File: src/rtl/irq_ctrl_pkg.sv
// Shared constants for the interrupt controller: register map, FSM encodings, GIE position.
package irq_ctrl_pkg;

  localparam logic [3:0] ADDR_IER   = 4'h0;
  localparam logic [3:0] ADDR_IPR   = 4'h4;
  localparam logic [3:0] ADDR_CLAIM = 4'h8;
  localparam logic [3:0] ADDR_EOI   = 4'hC;

  localparam logic [1:0] ST_IDLE  = 2'd0;
  localparam logic [1:0] ST_PEND  = 2'd1;
  localparam logic [1:0] ST_INSVC = 2'd2;

  localparam int GIE_BIT = 31;

endpackage

File: src/rtl/irq_ctrl_sync.sv
// Per-source 2-FF synchronizer; with IRQ_CTRL_EDGE_EN defined it also detects rising edges,
// otherwise the synchronized level is passed straight through as the capture request.
module irq_ctrl_sync (
  input  logic clk,
  input  logic rst_n,
  input  logic src,
  output logic capture
);

  logic [1:0] sync_q;

  always_ff @(posedge clk or negedge rst_n) begin
    if (!rst_n) sync_q <= '0;
    else        sync_q <= {sync_q[0], src};
  end

`ifdef IRQ_CTRL_EDGE_EN
  logic       hist;
  logic [2:0] arm;

  // The chain refills from 0 after reset; arm masks that artificial rise so a
  // source held high through reset does not raise a fresh pend.
  always_ff @(posedge clk or negedge rst_n) begin
    if (!rst_n) begin
      hist <= 1'b0;
      arm  <= '0;
    end else begin
      hist <= sync_q[1];
      arm  <= {arm[1:0], 1'b1};
    end
  end

  assign capture = arm[2] & sync_q[1] & ~hist;
`else
  assign capture = sync_q[1];
`endif

endmodule

File: src/rtl/irq_ctrl.sv
// Interrupt controller: IER/IPR/CLAIM/EOI register file and a single-level IDLE/PEND/INSVC FSM.
// Define IRQ_CTRL_EDGE_EN for rising-edge capture of sources (level capture otherwise).
module irq_ctrl
  import irq_ctrl_pkg::*;
#(
  parameter int NUM_SRC = 8
) (
  input  logic               s_axi_aclk,
  input  logic               s_axi_aresetn,
  input  logic [NUM_SRC-1:0] src_irq,
  input  logic [3:0]         wr_addr,
  input  logic               wr_en,
  input  logic [31:0]        wr_data,
  input  logic [3:0]         wr_strb,
  input  logic [3:0]         rd_addr,
  input  logic               rd_en,
  output logic [31:0]        rd_data,
  output logic               irq
);

  logic [NUM_SRC-1:0] src_set, ier, ipr, pend_en, w1c_mask, claim_mask;
  logic               gie, claim_valid, claim_take, ier_wr, ipr_wr, eoi, pend_cond;
  logic [3:0]         claim_idx, active_idx;
  logic [1:0]         state, state_next;
  logic               unused_wr;

  assign unused_wr = ^{wr_data, wr_strb};

  for (genvar g = 0; g < NUM_SRC; g++) begin : g_src
    irq_ctrl_sync u_sync (
      .clk    (s_axi_aclk),
      .rst_n  (s_axi_aresetn),
      .src    (src_irq[g]),
      .capture(src_set[g])
    );
  end

  assign pend_en     = ipr & ier;
  assign claim_valid = |pend_en;
  assign pend_cond   = gie & claim_valid;

  always_comb begin
    claim_idx = '0;
    for (int i = NUM_SRC - 1; i >= 0; i--) begin
      if (pend_en[i]) claim_idx = 4'(i);
    end
  end

  assign ier_wr     = wr_en && (wr_addr == ADDR_IER);
  assign ipr_wr     = wr_en && (wr_addr == ADDR_IPR);
  assign eoi        = wr_en && (wr_addr == ADDR_EOI) && wr_strb[0] && wr_data[0];
  assign claim_take = rd_en && (rd_addr == ADDR_CLAIM) && claim_valid && (state == ST_PEND);

  always_comb begin
    w1c_mask   = '0;
    claim_mask = '0;
    for (int i = 0; i < NUM_SRC; i++) begin
      w1c_mask[i]   = ipr_wr & wr_data[i] & wr_strb[i/8];
      claim_mask[i] = claim_take && (claim_idx == 4'(i));
    end
  end

  // A capture in the same cycle as a W1C or claim keeps the bit pending.
  always_ff @(posedge s_axi_aclk or negedge s_axi_aresetn) begin
    if (!s_axi_aresetn) ipr <= '0;
    else                ipr <= (ipr & ~(w1c_mask | claim_mask)) | src_set;
  end

  always_ff @(posedge s_axi_aclk or negedge s_axi_aresetn) begin
    if (!s_axi_aresetn) begin
      ier <= '0;
      gie <= 1'b0;
    end else if (ier_wr) begin
      for (int i = 0; i < NUM_SRC; i++) begin
        if (wr_strb[i/8]) ier[i] <= wr_data[i];
      end
      if (wr_strb[3]) gie <= wr_data[GIE_BIT];
    end
  end

  always_comb begin
    state_next = state;
    case (state)
      ST_IDLE:  if (pend_cond) state_next = ST_PEND;
      ST_PEND: begin
        if (claim_take)      state_next = ST_INSVC;
        else if (!pend_cond) state_next = ST_IDLE;
      end
      ST_INSVC: if (eoi) state_next = ST_IDLE;
      default:  state_next = ST_IDLE;
    endcase
  end

  // irq is a flop copy of the next state decode, so it tracks state == PEND exactly.
  always_ff @(posedge s_axi_aclk or negedge s_axi_aresetn) begin
    if (!s_axi_aresetn) begin
      state      <= ST_IDLE;
      active_idx <= '0;
      irq        <= 1'b0;
    end else begin
      state <= state_next;
      irq   <= (state_next == ST_PEND);
      if (claim_take) active_idx <= claim_idx;
    end
  end

  always_comb begin
    rd_data = '0;
    case (rd_addr)
      ADDR_IER: begin
        rd_data[NUM_SRC-1:0] = ier;
        rd_data[GIE_BIT]     = gie;
      end
      ADDR_IPR:   rd_data[NUM_SRC-1:0] = ipr;
      ADDR_CLAIM: begin
        rd_data[31]  = claim_valid;
        rd_data[3:0] = claim_idx;
      end
      ADDR_EOI: begin
        rd_data[9:8] = state;
        rd_data[3:0] = active_idx;
      end
      default: rd_data = '0;
    endcase
  end

endmodule

File: config.mk
export PLATFORM = sky130hd
export DESIGN_NAME = irq_ctrl
export DESIGN_NICKNAME = d
export VERILOG_FILES = /design/src/rtl/irq_ctrl_pkg.sv /design/src/rtl/irq_ctrl_sync.sv /design/src/rtl/irq_ctrl.sv
export SDC_FILE = /design/constraint.sdc
export NUM_CORES = 1
export LEC_CHECK = 0
export BUFFER_PORTS_ARGS = -buffer_cell sky130_fd_sc_hd__buf_2
export CAP_MARGIN = 20
export CORE_MARGIN = 2
export CORE_UTILIZATION = 45
export CTS_BUF_LIST = sky130_fd_sc_hd__clkbuf_16
export CTS_CLUSTER_SIZE = 20
export DETAILED_ROUTE_END_ITERATION = 6
export GPL_TIMING_DRIVEN = 0
export PLACE_DENSITY_LB_ADDON = 0.05
export SYNTH_ARGS = -nofsm -noshare
export SYNTH_HDL_FRONTEND = slang
export SYNTH_SLANG_ARGS = --single-unit
export TNS_END_PERCENT = 5
File: constraint.sdc
create_clock -name s_axi_aclk -period 2.2 [get_ports s_axi_aclk]
set_input_delay 0.22 -clock s_axi_aclk [delete_from_list [all_inputs] [get_ports s_axi_aclk]]
set_output_delay 0.22 -clock s_axi_aclk [all_outputs]
set_load 0.02 [all_outputs]
* Word level (Yosys, flattened, before mapping) *
Index checks and enable logic that the tools add are counted.

word-level totals
  output and inout port bits = 33
  input bits = 56
  latch bits = 0
  register bits after elaboration = 40
  memories kept = 0
  word-level logic and storage cells = 91
  ROM bits = 0
  RAM bits = 0

operators by class
  shifts and indexed selects = 0
  divide/modulo/power cells = 0
  multipliers = 0
  add/sub/neg operators = 0
  bitwise operators = 22
  mux-type cells = 17
  order comparisons = 0
  reductions and logical operators = 23
  equal/unequal tests = 15

operators by type and width
  operator              count
  $eq A4 B3 Y1 const B  6
  $and A1 B1 Y1         17
  $and A8 B8 Y8         2
  $logic_and A1 B1 Y1   16
  $mux W4               4
  $or A8 B8 Y8          2
  $pmux W4 S4           1
  $eq A4 B4 Y1 const B  3
  $logic_not A4 Y1      3
  $mux W3               4
  $mux W2               5
  $eq A4 B2 Y1 const B  2
  $not A8 Y8            1
  $pmux W4 S2           1
  $reduce_or A8 Y1      1
  $pmux W2 S3           1
  $eq A2 B1 Y1 const B  2
  $eq A4 B1 Y1 const B  1
  $reduce_and A2 Y1     2
  $eq A2 B2 Y1 const B  1
  $logic_not A2 Y1      1
  $pmux W1 S2           1

* Logic depth before layout (Yosys ltp) *
  depth in word-level cells = 15
  mapped depth = 5
  mapped depth without buffers = 4

* Cells and area by module *
Synthesis repeated with hierarchy kept, for this count alone.

unflattened totals
  cells, all modules = 191
  area total of the unflattened synthesis = 1994.4 um2

by module, submodules not included
  module         sequential area each (um2)  area each (um2)  cells each  times used
  irq_ctrl       575.6                       1594.0           175         1
  irq_ctrl_sync  50.0                        50.0             2           8

* Worst setup path after synthesis *
Ideal clock, no wire load.

  kind = register to output
  start = register ipr[2]
  end = output rd_data[31]
  required time = 1.980 ns
  setup slack = 0.162 ns
  stages on the path, launching flop included = 4
  path buffers = 0
  data arrival time = 1.818 ns
  cells stage by stage = dfrtp_1 > a22o_1 > nor4b_4 > a2111oi_0

between the ends
  longest elaborated chain between the ends = 3

RTL lines
  element                 RTL line         text
  start, declared         irq_ctrl.sv:21   logic [NUM_SRC-1:0] src_set, ier, ipr, pend_en, w1c_mask, claim_mask;
  start signal, assigned  irq_ctrl.sv:66   else ipr <= (ipr & ~(w1c_mask | claim_mask)) | src_set;
  $and A8 B8 Y8           irq_ctrl.sv:38   assign pend_en = ipr & ier;
  $reduce_or A8 Y1        irq_ctrl.sv:39   assign claim_valid = |pend_en;
  $pmux W1 S2             irq_ctrl.sv:109  case (rd_addr)
  end, declared           irq_ctrl.sv:17   output logic [31:0] rd_data,

No other way between the ends.

* Worst setup path after layout *
  start = register ier[4]
  end = output rd_data[1]

between the ends
  longest elaborated chain between the ends = 7

RTL lines
  element                          RTL line         text
  start, declared                  irq_ctrl.sv:21
  start signal, assigned by index  irq_ctrl.sv:75   if (wr_strb[i/8]) ier[i] <= wr_data[i];
  $and A8 B8 Y8                    irq_ctrl.sv:38
  $mux W3                          irq_ctrl.sv:45   if (pend_en[i]) claim_idx = 4'(i);
  $mux W4 (4 in series)            irq_ctrl.sv:45
  $pmux W4 S4                      irq_ctrl.sv:109

No other way between the ends.

==> results.md <==
* Outcome: completed
* Unrepaired setup endpoints after global routing: no
* Data required time of the worst path at ~2 ns
* Die outline width at 70.5 µm
* Fin area at 0.00252 mm²
* Gr ovfl total at 0
* Final core occ at 58.7%
* # nets final at roughly 300
* Vias after detailed routing at about 1500
* Pre-Repair DR Iteration Count at 4
* Total detailed-routing wirelength at 4080 µm
* Crit path max-delay family: compound AO/OA/AOI/OAI gates
* Buffers on Ports at between 40 and 50
* Fill cells at approximately 390
* Synth area leaders: dfrtp_1 49%, buf_4 7.9%, mux2_2 5.1%, mux2i_1 4.0%, nand2_1 3.2%
* Leading area contributor after synthesis: dfrtp_1
* Post-DP HPWL at ~3000 µm
* Gr usage total at approximately 17%
* Number of inserted diodes at 0
* Crit path launch type: flip-flop
* Crit path max fanout at 5
* Top cell type's share of synthesized area at 49.1%
* Initial Utilization at between 40% and 50%
* Post-synth cell types at 43
* Critical Path Max Stage Delay at between 0.4 and 0.5 ns
* Largest net degree at the start of global routing at 40
* Buf/Inv on CP at 1
* Synthesized area per cell at between 10 and 15 µm²
* Post_cts resized at 0
* Num ports at about 90
* Design internal power at between 0.0015 and 0.002 W
* Post-synth top flop: dfrtp_1
* Post-synth EDFFs at 0
* Final setup viols at 0
* Finished Layout Cells at roughly 300
* H-Tree Depth at 2
* Maximum VDD drop at roughly 600 µV
* Routed vias/inst at 4.95
* Chip height at just over 70 µm
* Row count at 24
* CTS sink count at 39
* CP Capture Type: output port
* Worst min-delay path class: input pin to asynchronous set/reset pin
* Min Hold Slack at about 0.046 ns
* Max Cap Viol at 0
* Reg power frac at 41.1%
* Setup TNS at 0 ns
* Synthesized instance count at 182
* Post-route clock period utilization at between 90% and 100%
* Minimum clock period at about 2.1 ns
* Residual DRC at 0
* Switching share of power at 26.9%
* Crit path kind: flip-flop to output port
* Leak at 1.26 nW
* Comb pwr share at between 20% and 30%
* Rel. slew slack at between 40 and 50%
* Root buffer cell: clkbuf_16
* Post-DRT Antenna Nets at 0
* Most frequent cells in the layout: 43 x buf_2, 39 x dfrtp_1, 24 x buf_4
* Net Switching at roughly 0.00055 W
* Routability Congestion at 0.780
* Layout Skew at ~0.0042 ns
* TritonCTS buffer count at 5
* PwrDens at just over 800 mW/mm²
* Final Hold Viols at 0
* CORE AREA at 0.00429 mm²
* Cell area after placement at 0.00233 mm²
* Fraction of layout cells with a size suffix above 1 at between 30% and 40%
* Fmax at 477 MHz
* First-pass GRT wire length at 6600 µm
* Final Slew Violations at 0
* Critical Path AT at roughly 1.9 ns
* Worst path cell trace: a22oi_2 > a21oi_1 > or3_1 > a221oi_1 > buf_2
* Die ar. at approximately 0.0050 mm²
* Post-synth ARST share at 100%
* Reg clk slew, reported paths at roughly 0.06 ns
* Post-synthesis cell area at 0.00199 mm²
* Clk_lat worst skew at about 0.27 ns
* FF+latch count, synth at 39
* Layout area overhead at 26.7%
* CTS tree: yes
* DRT iter0 DRCs at 51
* Inst Count DP at just under 300
* Ys Warns at 0
* Clock power frac at between 30% and 40%
* Post-synthesis sequential area ratio at between 40% and 50%
* Slowest CP cell: dfrtp_1
* Initial antenna violation count at 0
* Commonest non-fill, non-tap cell in the layout: buf_2
* Worst-margin pin slew at 0.840 ns
* WL per Instance at around 13 µm
* Vias in the first global route at ~1400
* Clk buf depth at 2
## routing by layer
metal | GRT usage [%] | vias up | share of wire (%)
met4 | 3.85 | 0 | 0.71
met2 | 25.9 | 66 | 45
met3 | 5.05 | 4 | 8.9
li1 | - | 757 | -
met5 | 0 | - | 0
met1 | 23.7 | 684 | 45
## cell type report
type / count / area (µm²) / area share [%]
clock buffer: 5 / 125 / 4.97
timing repair buffer: 44 / 228 / 9.04
inverter: 8 / 30.0 / 1.19
multi-input combinational: 131 / 887 / 35.2
tap: 52 / 65.1 / 2.58
buffer: 24 / 171 / 6.80
clock inverter: 2 / 37.5 / 1.49
sequential: 39 / 976 / 38.7
## flip-flops by register name (all words and copies together), names as in the netlist
name	flops
state	2
irq	1
g_src.u_sync.sync_q	16
active_idx	3
ier	8
ipr	8
gie	1
## synthesized netlist by cell type, drive strengths merged (3+ instances only)
| cell | instances |
|---|---|
| a32oi | 4 |
| mux2 | 9 |
| a21oi | 4 |
| mux2i | 8 |
| nor4b | 3 |
| nor2 | 14 |
| and2 | 3 |
| a22oi | 4 |
| o21ai | 4 |
| a22o | 3 |
| dfrtp | 39 |
| o31a | 3 |
| nor3 | 4 |
| nand2 | 18 |
| nand3 | 3 |
| inv | 8 |
| a21bo | 4 |
| buf | 23 |
## cells by family after synthesis
logic type             Yosys count  synth area share (%)
buffers and inverters           32                  10.1
DFF                             39                  49.1
muxes                           17                  9.12
AOI/OAI and AO/OA               39                  15.6
and+or+nand+nor                 54                  15.9
other                            1                 0.188
## worst reg2reg max path, cell delays in order, from the launching register on
cell	delay, ns
dfrtp_1	0.44
a22oi_1	0.36
nor4b_4	0.40
nand2b_1	0.26
o21ai_0	0.12
## power groups by stage
| stage | clock network (W) | logic [W] | registers [W] |
|---|---|---|---|
| 5_1_grt | 0.000836 | 0.000457 | 0.000854 |
| 2_1_floorplan | 0 | 0.000294 | 0.000844 |
| 4_1_cts | 0.000803 | 0.000411 | 0.000843 |
| 3_3_place_gp | 0 | 0.000398 | 0.000855 |
| 3_5_place_dp | 0 | 0.000400 | 0.000856 |
| 6_report | 0.000789 | 0.000420 | 0.000845 |
## metrics by stage
step | setup WS (ns) | total power (W)
2_1_floorplan | 0.162 | 0.00114
3_3_place_gp | 0.283 | 0.00125
3_5_place_dp | 0.284 | 0.00126
4_1_cts | 0.0841 | 0.00206
5_1_grt | 0.0168 | 0.00215
6_report | 0.105 | 0.00205
## repair_timing
item | 4_1_cts | 5_1_grt
hold buffers | 0 | 0
setup endpoints to repair | 1 | 1
buffers inserted | 1 | 2
cloned | 0 | 0
pin swaps | 1 | 0
## final timing paths
kind | end | slack [ns] | cells past startpoint | from
setup / recovery | rd_data[1] | 0.10 | 5 | ier[4]
hold / removal | state[0] | 0.05 | 1 | s_axi_aresetn
setup reg to reg | state[1] | 0.49 | 4 | ier[0]
hold reg to reg | g_src[0].u_sync.sync_q[1] | 0.35 | 0 | g_src[0].u_sync.sync_q[0]
max in group asynchronous | ipr[4] | 1.62 | 1 | s_axi_aresetn
min in group s_axi_aclk | g_src[2].u_sync.sync_q[0] | 0.05 | 1 | src_irq[2]
No activity file was read; power rests on OpenSTA's default activity.
